===== config.mk =====
export PLATFORM = sky130hd
export DESIGN_NAME = box_plot_arbiter
export DESIGN_NICKNAME = d
export VERILOG_FILES = /design/src/rtl/box_plot_arbiter_pkg.sv /design/src/rtl/box_pixel_scanner.sv /design/src/rtl/box_plot_arbiter.sv
export SDC_FILE = /design/constraint.sdc
export NUM_CORES = 1
export LEC_CHECK = 0
export ABC_AREA = 1
export BUFFER_PORTS_ARGS = -buffer_cell sky130_fd_sc_hd__buf_2
export CAP_MARGIN = 25
export CORE_MARGIN = 2
export CORE_UTILIZATION = 40
export DETAILED_ROUTE_END_ITERATION = 7
export GPL_ROUTABILITY_DRIVEN = 0
export PLACE_DENSITY = 0.57
export SYNTH_ARGS = -nofsm -noshare
export SYNTH_HDL_FRONTEND = slang
export SYNTH_HIERARCHICAL = 1
export SYNTH_SLANG_ARGS = --single-unit

===== constraint.sdc =====
create_clock -name clk -period 6.8 [get_ports clk]
set_input_delay 1.36 -clock clk [delete_from_list [all_inputs] [get_ports clk]]
set_output_delay 1.36 -clock clk [all_outputs]
set_load 0.01 [all_outputs]

===== src/rtl/box_plot_arbiter_pkg.sv =====
// Shared types and screen constants for the box-paint arbiter and its pixel scanner.
package box_plot_arbiter_pkg;

  typedef enum logic [1:0] {
    IDLE = 2'd0,
    SCAN = 2'd1,
    DONE = 2'd2
  } state_t;

  localparam int REQ_ERASE  = 0;
  localparam int REQ_PLAYER = 1;
  localparam int REQ_GOAL   = 2;

  localparam int CELL     = 10;
  localparam int X_OFF    = 80;
  localparam int MAX_CELL = 23;

  localparam logic [2:0] BLACK = 3'b000;

  function automatic logic [2:0] req_onehot(input logic [1:0] idx);
    return 3'b001 << idx;
  endfunction

endpackage


===== src/rtl/box_pixel_scanner.sv =====
// Raster walk over one BOX x BOX square, one registered pixel address per clock.
module box_pixel_scanner #(
  parameter int CELL  = box_plot_arbiter_pkg::CELL,
  parameter int BOX   = 9,
  parameter int X_OFF = box_plot_arbiter_pkg::X_OFF
) (
  input  logic       clk,
  input  logic       reset,
  input  logic       start,
  input  logic [4:0] cell_x,
  input  logic [4:0] cell_y,
  output logic [8:0] x,
  output logic [7:0] y,
  output logic       plot,
  output logic       last
);

  localparam int CW = (BOX > 1) ? $clog2(BOX) : 1;

  logic [CW-1:0] cx_cnt_reg, cy_cnt_reg;
  logic [CW-1:0] cx_cnt_next, cy_cnt_next;
  logic [8:0]    base_x_reg, x_reg, start_x;
  logic [7:0]    base_y_reg, y_reg, start_y;
  logic          plot_reg;

  // Constant-coefficient products; the square origin is captured once at start.
  assign start_x = 9'(X_OFF) + 9'(cell_x) * 9'(CELL);
  assign start_y = 8'(cell_y) * 8'(CELL);

  assign last = plot_reg && (cx_cnt_reg == CW'(BOX - 1)) && (cy_cnt_reg == CW'(BOX - 1));
  assign x    = x_reg;
  assign y    = y_reg;
  assign plot = plot_reg;

  always_comb begin
    cx_cnt_next = cx_cnt_reg + CW'(1);
    cy_cnt_next = cy_cnt_reg;
    if (cx_cnt_reg == CW'(BOX - 1)) begin
      cx_cnt_next = '0;
      cy_cnt_next = cy_cnt_reg + CW'(1);
    end
  end

  always_ff @(posedge clk or posedge reset) begin
    if (reset) begin
      cx_cnt_reg <= '0;
      cy_cnt_reg <= '0;
      base_x_reg <= '0;
      base_y_reg <= '0;
      x_reg      <= '0;
      y_reg      <= '0;
      plot_reg   <= 1'b0;
    end else if (start) begin
      base_x_reg <= start_x;
      base_y_reg <= start_y;
      x_reg      <= start_x;
      y_reg      <= start_y;
      cx_cnt_reg <= '0;
      cy_cnt_reg <= '0;
      plot_reg   <= 1'b1;
    end else if (plot_reg) begin
      if (last) begin
        plot_reg   <= 1'b0;
        x_reg      <= '0;
        y_reg      <= '0;
        cx_cnt_reg <= '0;
        cy_cnt_reg <= '0;
      end else begin
        cx_cnt_reg <= cx_cnt_next;
        cy_cnt_reg <= cy_cnt_next;
        x_reg      <= base_x_reg + 9'(cx_cnt_next);
        y_reg      <= base_y_reg + 8'(cy_cnt_next);
      end
    end
  end

endmodule


===== src/rtl/box_plot_arbiter.sv =====
// Fixed-priority arbiter sharing the VGA plot port between erase, player and goal box painters.
module box_plot_arbiter #(
  parameter int CELL     = box_plot_arbiter_pkg::CELL,
  parameter int BOX      = 9,
  parameter int X_OFF    = box_plot_arbiter_pkg::X_OFF,
  parameter int MAX_CELL = box_plot_arbiter_pkg::MAX_CELL
) (
  input  logic        clk,
  input  logic        reset,
  input  logic [2:0]  req,
  input  logic [14:0] req_cx,
  input  logic [14:0] req_cy,
  input  logic [8:0]  req_colour,
  output logic [2:0]  ack,
  output logic        err,
  output logic        busy,
  output logic [8:0]  x,
  output logic [7:0]  y,
  output logic [2:0]  colour,
  output logic        plot
);

  import box_plot_arbiter_pkg::*;

  state_t     state_reg;
  logic [2:0] grant_reg, ack_reg, colour_reg;
  logic       err_reg, busy_reg;

  logic [4:0] cell_x_in [3];
  logic [4:0] cell_y_in [3];
  logic [2:0] colour_in [3];
  logic [1:0] sel_idx;
  logic [4:0] sel_cx, sel_cy;
  logic [2:0] sel_colour;
  logic       range_bad, scan_start, scan_last;

  genvar gi;
  generate
    for (gi = 0; gi < 3; gi++) begin : g_unpack
      assign cell_x_in[gi] = req_cx[5*gi +: 5];
      assign cell_y_in[gi] = req_cy[5*gi +: 5];
      assign colour_in[gi] = req_colour[3*gi +: 3];
    end
  endgenerate

  // Erase wins so a moved player box is never painted over by its own erase.
  always_comb begin
    sel_idx = 2'(REQ_ERASE);
    if (req[REQ_ERASE])       sel_idx = 2'(REQ_ERASE);
    else if (req[REQ_PLAYER]) sel_idx = 2'(REQ_PLAYER);
    else if (req[REQ_GOAL])   sel_idx = 2'(REQ_GOAL);
  end

  assign sel_cx     = cell_x_in[sel_idx];
  assign sel_cy     = cell_y_in[sel_idx];
  assign sel_colour = colour_in[sel_idx];
  assign range_bad  = (sel_cx > 5'(MAX_CELL)) || (sel_cy > 5'(MAX_CELL));
  assign scan_start = (state_reg == IDLE) && (req != 3'b000) && !range_bad;

  box_pixel_scanner #(
    .CELL  (CELL),
    .BOX   (BOX),
    .X_OFF (X_OFF)
  ) u_scanner (
    .clk    (clk),
    .reset  (reset),
    .start  (scan_start),
    .cell_x (sel_cx),
    .cell_y (sel_cy),
    .x      (x),
    .y      (y),
    .plot   (plot),
    .last   (scan_last)
  );

  always_ff @(posedge clk or posedge reset) begin
    if (reset) begin
      state_reg  <= IDLE;
      grant_reg  <= '0;
      ack_reg    <= '0;
      err_reg    <= 1'b0;
      busy_reg   <= 1'b0;
      colour_reg <= BLACK;
    end else begin
      case (state_reg)
        IDLE: begin
          ack_reg <= '0;
          err_reg <= 1'b0;
          if (req != 3'b000) begin
            grant_reg <= req_onehot(sel_idx);
            busy_reg  <= 1'b1;
            if (range_bad) begin
              // Bad coordinate: skip painting and report on the ack cycle.
              state_reg  <= DONE;
              ack_reg    <= req_onehot(sel_idx);
              err_reg    <= 1'b1;
              colour_reg <= BLACK;
            end else begin
              state_reg  <= SCAN;
              colour_reg <= sel_colour;
            end
          end
        end
        SCAN: begin
          if (scan_last) begin
            state_reg  <= DONE;
            ack_reg    <= grant_reg;
            colour_reg <= BLACK;
          end
        end
        DONE: begin
          state_reg <= IDLE;
          ack_reg   <= '0;
          err_reg   <= 1'b0;
          busy_reg  <= 1'b0;
          grant_reg <= '0;
        end
        default: state_reg <= IDLE;
      endcase
    end
  end

  assign ack    = ack_reg;
  assign err    = err_reg;
  assign busy   = busy_reg;
  assign colour = colour_reg;

endmodule


## Yosys cells after proc, flatten, opt, wreduce, memory -nomap -nowiden

Index checks and enable logic that the tools add are counted.

| storage, ports and cells | value |
|---|---|
| input bits | 44 |
| bits in registers | 55 |
| output and inout port bits | 26 |
| word-level logic and storage cells | 95 |

| operators by class | value |
|---|---|
| bitwise logic cells | 1 |
| reduce and logical (&&, ||, !) cells | 16 |
| shift-type cells | 1 |
| add/subtract/negate cells | 5 |
| $mul | 2 |
| equal/unequal tests | 6 |
| multiplexer cells | 48 |
| order comparisons | 3 |

Operator list:

| kind | number |
|---|---|
| 4-bit 2-to-1 mux | 8 |
| 3-bit 2-to-1 mux | 9 |
| 9-bit 2-to-1 mux | 3 |
| 8-bit 2-to-1 mux | 3 |
| 5-bit binary-select mux with 2-bit select | 2 |
| 5-bit 2-to-1 mux | 4 |
| 2-bit 2-to-1 mux | 6 |
| 3-bit case mux with 2 select lines | 2 |
| 5-bit > comparator (second input constant) | 2 |
| 7-bit by 9-bit adder with 9-bit output (first input constant) | 1 |
| 9-bit by 4-bit adder with 9-bit output | 1 |
| 3-bit case mux with 3 select lines | 1 |
| 4-bit by 1-bit adder with 4-bit output (second input constant) | 2 |
| 8-bit by 4-bit adder with 8-bit output | 1 |
| 4-bit equality test (second input constant) | 2 |
| 5-bit by 3-bit multiplier with 8-bit output (second input constant) | 1 |
| 5-bit by 3-bit multiplier with 7-bit output (second input constant) | 1 |
| 3-bit binary-select mux with 2-bit select | 1 |
| 1-bit 2-to-1 mux | 6 |
| 2-bit AND reduction | 3 |
| 2-bit nonzero test | 3 |
| 3-bit nonzero test | 2 |
| 1-bit logical AND | 4 |
| 1-bit case mux with 2 select lines | 2 |
| other kinds (12) | 12 |

## Depth between registers and ports, before layout

| depth | value |
|---|---|
| depth after elaboration | 12 |
| gate-level depth with buffers | 18 |
| mapped depth without buffers | 17 |

## Hierarchy

The synthesis kept the hierarchy.

Modules (own cells, without submodules):

| module | sequential area each (um^2) | times used | area an instance (um^2) | cells an instance |
|---|---|---|---|---|
| box_pixel_scanner | 975.9 | 1 | 2438.6 | 298 |
| box_plot_arbiter | 325.3 | 1 | 1022.2 | 153 |

## Least setup slack after synthesis

No wires, ideal clock.

| path | value |
|---|---|
| kind | in2reg |
| start | input req[1] |
| end | register u_scanner.x_reg[8] (netlist: u_scanner/x[8]) |
| path buffers | 2 |
| data arrival time | 3.673 ns |
| required time | 6.683 ns |
| setup time | 0.117 ns |
| slack | 3.010 ns |
| stages on the path | 18 |
| path through | buf_6 nor2_4 nand2_4 clkbuf_1 nor2_1 a31oi_1 ha_1 ha_1 fa_1 or2_2 nand2_1 nand2_1 nand3_1 nand2_1 nand3_1 nand2_1 nand2_1 nand2_1 |

| on the way | value |
|---|---|
| longest elaborated chain between the ends | 11 |
| elaborated cells on any way between the ends | 20 |
| those cells by class | add/sub: 1; mul: 1; order compare: 2; mux: 9; bitwise: 1; reduce/logical: 6 |

Ends and longest elaborated chain:

| item | RTL line | RTL |
|---|---|---|
| start, declared | box_plot_arbiter.sv:10 | `input logic [2:0] req,` |
| 2-bit 2-to-1 mux (*) | box_plot_arbiter.sv:50 | `else if (req[REQ_PLAYER]) sel_idx = 2'(REQ_PLAYER);` |
| 2-bit 2-to-1 mux (*) | box_plot_arbiter.sv:49 | `if (req[REQ_ERASE]) sel_idx = 2'(REQ_ERASE);` |
| 2-bit NOT with 3-bit output (not written as such) (*) | box_plot_arbiter.sv:54 | `assign sel_cx = cell_x_in[sel_idx];` |
| 5-bit binary-select mux with 2-bit select (*) | box_plot_arbiter.sv:54 |  |
| 5-bit 2-to-1 mux (not written as such) (*) (2 in series) | box_plot_arbiter.sv:54 |  |
| named net sel_cx[1] | box_plot_arbiter.sv:33 | `logic [4:0] sel_cx, sel_cy;` |
| branches (longest 5 deep; another with 7-bit by 9-bit adder with 9-bit output) | -- |  |
| end signal, assigned | box_pixel_scanner.sv:56 | `x_reg <= start_x;` |
| end signal, assigned | box_pixel_scanner.sv:71 | `x_reg <= base_x_reg + 9'(cx_cnt_next);` |
| end, declared | box_pixel_scanner.sv:22 | `logic [8:0] base_x_reg, x_reg, start_x;` |

Mark *: on every way through the listed nets, which the timed path passes. The select of a mux whose other input is x is not followed.
A chain may end at the register's enable or synchronous reset.

## Final worst setup path

| path | value |
|---|---|
| start | input req[0] |
| end | register u_scanner.x_reg[8] (netlist: u_scanner/x[8]) |

| on the way | value |
|---|---|
| longest elaborated chain between the ends | 10 |
| elaborated cells on any way between the ends | 19 |
| those cells by class | add/sub: 1; mul: 1; order compare: 2; mux: 8; bitwise: 1; reduce/logical: 6 |

Ends and longest elaborated chain:

| item | RTL line |
|---|---|
| 2-bit 2-to-1 mux (*) | box_plot_arbiter.sv:49 |
| 2-bit NOT with 3-bit output (not written as such) (*) | box_plot_arbiter.sv:54 |
| 5-bit binary-select mux with 2-bit select (*) | box_plot_arbiter.sv:54 |
| 5-bit 2-to-1 mux (not written as such) (*) (2 in series) | box_plot_arbiter.sv:54 |
| named net sel_cx[1] | box_plot_arbiter.sv:33 |
| branches (longest 5 deep; another with 7-bit by 9-bit adder with 9-bit output) | -- |

Marked as above.

==> results.md <==
Setup path:
- The number of buffers and inverters on the critical path is 3.
- The largest fanout on the critical path is 17.
- The category of cells accounting for the largest share of critical-path delay is simple AND/OR/NAND/NOR gates.
- Setup slack on the worst reg-to-reg path comes out at 4.22 ns.
- The logic depth of the worst register-to-register path is 13.
- The slowest stage of the critical path is the sky130_fd_sc_hd__fa_1 cell.
- The endpoint arrival time on the critical path is 3.96 ns.
- The worst setup path is launched from an input port.
- The type of destination of the critical path is a flip-flop.
- The start of the worst register-to-register path is u_scanner/cx_cnt_reg[0].
- The signal on the critical path passes through buf_2, inv_2, nand2_4, clkinv_1, nand2_1, a31oi_1, ha_1, ha_1, fa_1, or2_2, nand2_1, nand2_1, nand3_1, nand2_1, nand3_1, nand2_1, nand2_1, nand2_1.
- The endpoint of the worst-slack reg-to-reg timing path is u_scanner/x[7].
- The longest individual stage delay on the worst path is 0.38 ns.
- At the worst endpoint, the required time is 7.01 ns.
- The most critical setup path has its startpoint at req[0].
- By instance count, the cell type seen most on the critical path is sky130_fd_sc_hd__nand2_1.
- The classification of the worst setup path is in2reg.

Floorplanning:
- The width of the die is 97.0 um.
- Measured along the y axis, the die boundary spans 97.0 um.
- The floorplan row count is 33.
- The floorplan step defined a die boundary enclosing 9410 sq um.
- The effective utilization at floorplan is 0.417.
- The core region is 8300 sq um.
- The count of pins on the block boundary is 70.

STA:
- The worst path meets setup with 3.05 ns of slack.
- Dividing the final minimum period by the clock period gives 0.551.
- Derived from the worst setup path, the maximum achievable clock frequency is 267 MHz.
- The count of pins over their slew limit was 0.
- At the pin with the least slew margin, the transition time is 0.765 ns.
- Setup violations remaining at the end of the flow were counted as 0.
- The post-route worst hold slack is 0.482 ns.
- The total negative slack for setup checks is 0 ns.
- The post-route clock skew is 0.00436 ns.
- Setup repair after global routing left no endpoint under its margin.
- The number of hold-slack violations in the final timing report is 0.
- Measured against its own limit, the worst slew margin works out to 0.489.
- The final critical delay including setup and external delays is 3.75 ns.

Synthesis:
- The synthesized netlist occupies a cell area of 3460 sq um.
- The sequential element share of the synthesized area is 0.376.
- The synthesized instance count is 451.
- The synthesized design contains 52 register bits.
- The synthesized netlist contains 35 unique library cells.
- The average size of a mapped cell is 7.67 sq um.
- During synthesis, Yosys emitted a total of 6 warnings.
- The number of nets in the synthesized netlist is 527.
- The number of enable flip-flop cells after synthesis is 0.
- In the synthesized netlist the async set-or-reset flop fraction comes to 1.00.
- The flip-flop cell with the highest count after synthesis is sky130_fd_sc_hd__dfrtp_1.

Global routing:
- The initial antenna violation count is 0.
- The first global-routing pass estimated 13900 um of wire.
- The maximum number of pins on one net before global-route repair is 40.
- The via count of the first global-routing pass is 2905.
- The leftover overflow at the end of global routing is 0.
- The overall global routing resource usage is 0.180.

CTS:
- The H-tree depth reported by CTS is 2.
- The count of clock tree sinks is 52.
- The clock tree from TritonCTS is built.
- The largest buffer count on any clock path is 2.
- The number of cells upsized or downsized after cts is 0.
- The number of buffers added to fix hold violations after cts is 0.
- The clock insertion delay at the later pin of the skew report is 0.31 ns.
- The buffer type at the clock tree root is sky130_fd_sc_hd__clkbuf_8.
- The buffer count from post-CTS setup fixing is 0.
- The clock input transition at the sequential cells of the worst setup and hold paths is 0.09 ns.
- The number of buffers created by CTS is 5.

Pwr:
- The power share of the clock group is 0.169.
- The total power per unit cell area is 366 nW/um^2.
- The total power is 1.47 mW.
- The maximum ir drop on the vdd rail is 0.000154 V.
- The internal power of the cells totals 0.852 mW.
- The leakage dissipation is 2.17 nW.
- The share of total power dissipated in combinational logic is 0.471.
- For this design the total switching power over the nets is 0.618 mW.
- The share of total power dissipated in sequential elements is 0.360.
- The switching part of the total is 0.420.

Status:
- The flow ran to the end, and the final reports show no timing, DRC or antenna violations.

Drt:
- Before antenna repair, the detailed router went through 4 iterations.
- The number of design-rule violations left by the first detailed-router iteration is 121.
- The number of vias in the routed layout is 3092.
- After detailed routing, the number of vias per cell comes to 4.97.
- After detailed routing, the number of remaining DRC violations is 0.
- The wire length per cell is 13.3 um.
- The detailed-route wire length is 8300 um.
- The post-detailed-route count of antenna-violating nets is 0.

Finish:
- The proportion of layout cells with a drive suffix above 1 is 0.205.
- The area of all placed cells without fillers is 4010 sq um.
- The number of filler cells placed in the layout is 840.
- After the flow finishes, the layout carries non-filler instances totaling 622.
- In the layout the commonest cells are 132 x sky130_fd_sc_hd__nand2_1, 69 x sky130_fd_sc_hd__buf_2, 52 x sky130_fd_sc_hd__dfrtp_1.
- The net count reported at finish is 593.
- The library cell used most frequently in the layout, excluding fill and tap cells, is sky130_fd_sc_hd__nand2_1.
- The total inserted antenna cells is 0.
- The signed area change from the synthesized netlist to the final layout is 15.9%.
- At the end of the flow the core is filled with cells to 0.483.

Hold path:
- Along the worst hold path, the cell count comes to 2.
- The beginning of the worst hold path is busy.
- The class of the tightest hold or removal check is reg2reg.
- For hold timing, the worst endpoint is busy.

Run:
- Max-cap violations in this run came to 0.

Placement:
- Prior to clock tree synthesis, the placed netlist has a worst setup slack of 2.73 ns.
- After detailed placement, the total cell area comes to 3880 sq um.
- The number of placed instances, taps included is 615.
- The number of port buffers is 69.
- Summed over all nets, the half-perimeter wirelength after detailed placement is 6570 um.
-- tightest hold or removal path: stages, from the launching register on --
cell	delay (ns)
sky130_fd_sc_hd__dfrtp_1	0.35
sky130_fd_sc_hd__nand2_1	0.05
sky130_fd_sc_hd__nand2_1	0.05
-- how the worst max path moves through the flow --
stage	endpoint	slack [ns]	depth (start not counted)
2_1_floorplan	u_scanner/x[8]	3.01	18
3_3_place_gp	u_scanner/x[8]	2.79	18
3_5_place_dp	u_scanner/x[8]	2.73	18
4_1_cts	u_scanner/x[8]	3.07	18
5_1_grt	u_scanner/x[8]	2.80	18
6_report	u_scanner/x[8]	3.05	18
-- power groups by stage --
stage | combinational [mW] | sequential [mW] | clock (mW)
after floorplan | 0.473 | 0.549 | 0
after global placement | 0.685 | 0.534 | 0
after detailed placement | 0.700 | 0.535 | 0
after CTS | 0.703 | 0.529 | 0.256
after global routing | 0.797 | 0.547 | 0.268
final | 0.692 | 0.528 | 0.249
-- kinds of logic after synthesis --
| family | synth area share |
|---|---|
| AOI/OAI and AO/OA | 0.121 |
| xor gates and xnor gates | 0.0101 |
| adders and majority gates | 0.124 |
| buffers and inverters | 0.0810 |
| DFF | 0.376 |
| and+or+nand+nor | 0.288 |
-- cells in the mapped netlist, types with 2 or more instances --
cell type / count / area share
sky130_fd_sc_hd__o31ai_1: 2 / 0.0043
sky130_fd_sc_hd__a31oi_1: 9 / 0.016
sky130_fd_sc_hd__nor2_1: 28 / 0.030
sky130_fd_sc_hd__xor2_1: 4 / 0.010
sky130_fd_sc_hd__ha_1: 28 / 0.10
sky130_fd_sc_hd__fa_1: 4 / 0.023
sky130_fd_sc_hd__o211ai_1: 8 / 0.017
sky130_fd_sc_hd__o22ai_1: 5 / 0.0090
sky130_fd_sc_hd__nand3_2: 4 / 0.012
sky130_fd_sc_hd__buf_4: 3 / 0.0065
sky130_fd_sc_hd__dfrtp_1: 52 / 0.38
sky130_fd_sc_hd__clkbuf_1: 5 / 0.0054
sky130_fd_sc_hd__a21oi_1: 18 / 0.026
sky130_fd_sc_hd__nand2_4: 4 / 0.013
sky130_fd_sc_hd__nor2_4: 3 / 0.0098
sky130_fd_sc_hd__or2_2: 3 / 0.0054
sky130_fd_sc_hd__buf_2: 2 / 0.0029
sky130_fd_sc_hd__nand4_1: 5 / 0.0090
sky130_fd_sc_hd__nand3_1: 32 / 0.046
sky130_fd_sc_hd__nand2_2: 6 / 0.011
sky130_fd_sc_hd__o21ai_1: 9 / 0.013
sky130_fd_sc_hd__o21ai_0: 21 / 0.030
sky130_fd_sc_hd__inv_1: 49 / 0.053
sky130_fd_sc_hd__nand2_1: 132 / 0.14
sky130_fd_sc_hd__inv_2: 5 / 0.0054
-- layout make-up --
type / count / area (sq um) / share of cell area
multi-input cells: 331 / 1880 / 0.468
flip-flops and latches: 52 / 1300 / 0.324
repair buffers: 70 / 353 / 0.0880
inverters: 57 / 218 / 0.0543
well taps: 105 / 131 / 0.0328
clock buffers: 5 / 68.8 / 0.0172
clock inverters: 2 / 60.1 / 0.0150
-- per-layer routing --
layer  wire, um  part of all wire  track usage
met2       3790              0.46        0.298
met3        396             0.048       0.0282
met4         91             0.011       0.0455
met1       4020              0.48        0.249
met5          0                 0            0
Power figures use the tool's default switching activity.
